**config.mk**
```make
export PLATFORM = sky130hd
export DESIGN_NAME = instr_fetch_unit
export DESIGN_NICKNAME = d
export VERILOG_FILES = /design/src/rtl/instr_fetch_unit.sv
export SDC_FILE = /design/constraint.sdc
export NUM_CORES = 1
export LEC_CHECK = 0
export ABC_AREA = 1
export CAP_MARGIN = 25
export CORE_ASPECT_RATIO = 0.8
export CORE_MARGIN = 5
export CORE_UTILIZATION = 60
export CTS_BUF_LIST = sky130_fd_sc_hd__clkbuf_4 sky130_fd_sc_hd__clkbuf_8 sky130_fd_sc_hd__clkbuf_16
export CTS_CLUSTER_DIAMETER = 150
export DETAILED_ROUTE_END_ITERATION = 10
export DONT_BUFFER_PORTS = 1
export MAX_ROUTING_LAYER = met4
export PLACE_DENSITY = 0.76
export SLEW_MARGIN = 20
export SYNTH_ARGS = -nofsm -noshare
export SYNTH_HDL_FRONTEND = slang
export SYNTH_SLANG_ARGS = --single-unit
```
**constraint.sdc**
```tcl
create_clock -name clk -period 2.9 [get_ports clk]
set_input_delay 0.58 -clock clk [delete_from_list [all_inputs] [get_ports clk]]
set_output_delay 0.58 -clock clk [all_outputs]
set_load 0.005 [all_outputs]
```
**src/rtl/instr_fetch_unit.sv**
```systemverilog
`default_nettype none
// ============================================================================
//  Module      : instr_fetch_unit
//  Description : Front-end fetch stage for the 3-bit-opcode processor.
//                Contains a loadable instruction memory and a PC that walks
//                a program of prog_len words. Each fetched word is presented
//                in an IF/ID register (instr, opcode, instr_valid). A stall
//                input from downstream freezes the stage. A four-state FSM
//                (IDLE/RUN/LAST/DONE) sequences loading, fetching, draining
//                and completion.
//  Ports       : clk, rst            - clock and synchronous active-high reset
//                load_we/addr/data   - memory write port (IDLE/DONE only)
//                start, prog_len     - launch a program of prog_len words
//                stall               - downstream not ready, hold the stage
//                pc                  - address of the next word to fetch
//                instr, opcode       - IF/ID register and its top 3 bits
//                instr_valid         - instr holds an unconsumed instruction
//                busy, done          - RUN/LAST indicator, sticky completion
//  Revision    : 1.0 - initial release
// ============================================================================
module instr_fetch_unit #(
  parameter int IW = 16,
  parameter int AW = 4
) (
  input  logic          clk,
  input  logic          rst,
  input  logic          load_we,
  input  logic [AW-1:0] load_addr,
  input  logic [IW-1:0] load_data,
  input  logic          start,
  input  logic [AW:0]   prog_len,
  input  logic          stall,
  output logic [AW-1:0] pc,
  output logic [IW-1:0] instr,
  output logic [2:0]    opcode,
  output logic          instr_valid,
  output logic          busy,
  output logic          done
);

  localparam int         c_depth_words = 1 << AW;
  localparam logic [AW:0] c_depth      = {1'b1, {AW{1'b0}}};
  localparam logic [AW:0] c_one        = {{AW{1'b0}}, 1'b1};

  typedef enum logic [1:0] {
    ST_IDLE = 2'd0,
    ST_RUN  = 2'd1,
    ST_LAST = 2'd2,
    ST_DONE = 2'd3
  } state_t;

  state_t        state_q, state_d;
  logic [AW-1:0] pc_q, pc_d;
  logic [IW-1:0] instr_q, instr_d;
  logic          valid_q, valid_d;
  logic          done_q, done_d;
  logic [AW:0]   len_q, len_d;

  logic [IW-1:0] mem_q [c_depth_words];
  logic          mem_we;
  logic [AW:0]   len_clamped;
  logic          at_last_addr;

  // Lengths beyond the memory depth would otherwise make the PC wrap.
  assign len_clamped  = (prog_len > c_depth) ? c_depth : prog_len;
  // len_q is at least 1 whenever this is used (RUN only).
  assign at_last_addr = ({1'b0, pc_q} == (len_q - c_one));

  always_comb begin
    state_d = state_q;
    pc_d    = pc_q;
    instr_d = instr_q;
    valid_d = valid_q;
    done_d  = done_q;
    len_d   = len_q;
    mem_we  = 1'b0;

    case (state_q)
      ST_IDLE, ST_DONE: begin
        valid_d = 1'b0;
        mem_we  = load_we;
        if (start) begin
          len_d = len_clamped;
          if (len_clamped == '0) begin
            state_d = ST_DONE;
            done_d  = 1'b1;
          end else begin
            state_d = ST_RUN;
            pc_d    = '0;
            done_d  = 1'b0;
          end
        end
      end
      ST_RUN: begin
        if (!stall) begin
          instr_d = mem_q[pc_q];
          valid_d = 1'b1;
          // The PC parks on the final address rather than advancing past it.
          if (at_last_addr) begin
            state_d = ST_LAST;
          end else begin
            pc_d = pc_q + 1'b1;
          end
        end
      end
      ST_LAST: begin
        // Final word is on instr; it retires when downstream accepts it.
        if (!stall) begin
          valid_d = 1'b0;
          done_d  = 1'b1;
          state_d = ST_DONE;
        end
      end
      default: begin
        state_d = ST_IDLE;
      end
    endcase
  end

  always_ff @(posedge clk) begin
    if (rst) begin
      state_q <= ST_IDLE;
      pc_q    <= '0;
      instr_q <= '0;
      valid_q <= 1'b0;
      done_q  <= 1'b0;
      len_q   <= '0;
    end else begin
      state_q <= state_d;
      pc_q    <= pc_d;
      instr_q <= instr_d;
      valid_q <= valid_d;
      done_q  <= done_d;
      len_q   <= len_d;
    end
  end

  // Memory contents survive reset; only the write is suppressed while in reset.
  always_ff @(posedge clk) begin
    if (mem_we && !rst) begin
      mem_q[load_addr] <= load_data;
    end
  end

  assign pc          = pc_q;
  assign instr       = instr_q;
  assign opcode      = instr_q[IW-1 -: 3];
  assign instr_valid = valid_q;
  assign busy        = (state_q == ST_RUN) || (state_q == ST_LAST);
  assign done        = done_q;

endmodule
`default_nettype wire
```
==> results.tsv <==
stage	metric	value	unit
global_routing	global route overflow	0	
die	Die Width	166	µm
pwr	Pleak	4.80	nW
clocking	CTS tree	done	
die	num rows	45	
timing	Setup Skew	17.7	ps
die	Die Height	135	µm
placement	RD Place Congestion	0.899	
critical_path	CP Class	reg2reg	
timing	RSZ-0062 raised after global routing	no	
global_routing	GR Util met1	35.4	%
pwr	Power Dens Cells	894	nW/µm²
synthesis	Mapped Cells	1055	
routing	post-route ant nets	0	
run_status	status	completed	
synthesis	Primary FF master, synth	edfxtp_1	
global_routing	antenna violations before repair	0	
flow_run	Max Cap Viol	0	
global_routing	GR Util met2	38.2	%
critical_path	CP required	3140	ps
synthesis	ys async rst share	0	%
critical_path	Startpoint Class	register	
timing	max-slew violations	0	
global_routing	grt met3 use	4.75	%
finish	Final #Nets	1088	
synthesis	ranking of synthesized cells by area	edfxtp_1 65%, nand2_1 11%, nand3_1 9.4%	
pwr	worst vdd ir	0.579	mV
placement	placed instance count	1283	
clocking	PostCTS Resize Cnt	0	
finish	area grow syn2layout	9.74	%
global_routing	pin count of the biggest net entering global routing	135	
synthesis	top-area cell type share of the netlist area	65.4	%
timing	Tmin final	2570	ps
global_routing	first-pass GRT wire length	42700	µm
die	core area	19100	µm²
placement	PortBufs	0	
finish	share of cells above drive strength 1	9.52	%
placement	DP Worst Slack	399	ps
timing	setup TNS	0	ps
finish	# diodes	0	
clocking	postcts setup bufs	0	
finish	Final Non-Filler Cells	1329	
synthesis	Mapped Nets	1090	
routing	Via density	5.92	
critical_path	critical-path maximum fanout	11	
synthesis	count leader, synth	nand2_1	
synthesis	area leader, netlist	edfxtp_1	
clocking	Clock Tree Root	clkbuf_16	
timing	Final Setup Violations	0	
routing	vias post-DR	7868	
critical_path	Worst Setup End Kind	register	
global_routing	grt peak-use layer	met2	
synthesis	Cell variety after synth	26	
routing	wirelength, routed	27300	µm
die	# IOs	56	
clocking	# clock sinks	285	
die	Initial Util	61.4	%
clocking	clock-pin slew on the worst setup and hold paths	70	ps
clocking	htree depth	1	
routing	Avg WL per Cell	20.6	µm
critical_path	Slowest-stage cell, CP	nor2_1	
timing	Slew @ Worst Pin	910	ps
synthesis	most frequent cells after synthesis	358 x nand2_1, 256 x edfxtp_1, 221 x nand3_1	
routing	TritonRoute pass-1 iters	5	
routing	1st-iter DRT viols	908	
synthesis	yosys warns	0	
timing	share of the cycle needed by the critical path after routing	88.6	%
global_routing	number of global-route vias before repair	7587	
synthesis	mapped cell area	11800	µm²
critical_path	critical path arrival	2810	ps
timing	Hold Slack	113	ps
timing	final worst slack	331	ps
synthesis	sequential area share after synthesis	70.3	%
placement	HPWL after detailed placement	16700	µm
synthesis	syn_area_per_cell	11.1	µm²
routing	Post-route DRC	0	
clocking	Num CTS Buffers	26	
global_routing	GRT Overall Usage	25.0	%
critical_path	worst path cell trace	inv_1 > ha_1 > nand2_1 > nor2_1 > nand3_1 > nor2_2 > buf_4	
clocking	clock latency on the worst-skew pair	540	ps
die	die area	22500	µm²
critical_path	CP max stage delay	450	ps
hold_path	worst min path class	in2reg	
clocking	Bufs on Longest Clock Path	3	
synthesis	Post-synth EDFFs	256	
timing	final hold violation count	0	
clocking	# hold bufs at CTS	0	
timing	Worst slew margin	39.2	%
timing	Max Clk Rate	389	MHz
finish	Fillers	1399	
synthesis	Synth Register Bits	285	
==> layout make-up <==
cell class              count  area (µm²)  share of cell area [%]
repair buffers             33         360                    2.79
flip-flops and latches    285        8270                    64.1
multi-input cells         668        3000                    23.3
well taps                 258         323                    2.50
clock inverters            16         113                   0.873
inverters                  39         149                    1.15
clock buffers              30         681                    5.28
==> power breakdown <==
part | internal [W] | switching (W)
Combinational | 0.00103 | 0.00253
Sequential | 0.00465 | 0.000131
Clock | 0.00177 | 0.00142
Total | 0.00745 | 0.00408
==> registers in the layout, indices dropped and copies added, names as in the netlist <==
name         count
mem_q          256
instr           16
len_q            5
pc               4
state_q          2
done             1
instr_valid      1
==> layer usage <==
layer | up-vias | wire [µm] | share of wire [%]
li1 | 3648 | - | -
met1 | 3738 | 11400 | 42
met2 | 421 | 12300 | 45
met3 | 61 | 2940 | 11
met4 | 0 | 613 | 2.2
met5 | - | 0 | 0
==> worst max-delay path, delay by kind of cell (launching register included) <==
family / cells / cell delay, ps
adders and majority gates: 1 / 340
DFF: 1 / 390
and+or+nand+nor: 4 / 1210
buffers and inverters: 2 / 330
==> final timing paths <==
check | from | end | slack [ps] | cells after the start
hold / removal | rst | pc[1] | 110 | 1
setup / recovery | state_q[0] | mem_q[4][13] | 330 | 7
setup reg to reg | state_q[0] | mem_q[4][13] | 330 | 7
hold reg to reg | len_q[4] | len_q[4] | 500 | 2
==> kinds of logic after synthesis <==
kind of cell    synth area share [%]
flops                           70.3
compound gates                  2.20
xor+xnor                       0.149
buf+inv                         4.49
fa+ha+maj                      0.532
simple gates                    22.3
==> per-stage QoR <==
step	cell area (µm²)	power [W]	util, %
after floorplan	11800	0.00748	-
after global placement	12100	0.00826	63.2
after detailed placement	12100	0.00834	63.2
after CTS	12900	0.0115	67.4
after global routing	12900	0.0121	67.4
final	12900	0.0115	67.4
==> cells in the final DEF (no fill, tap or decap), types with 10 or more instances in the layout <==
cell type and n:
a21oi_1 13, buf_4 24, clkbuf_16 26, clkinv_2 10, dfxtp_1 27, edfxtp_1 256
inv_1 35, nand2_1 358, nand3_1 221, nor2_1 21, nor2_2 18, o211ai_1 16
(Power assumes the default switching activity.)
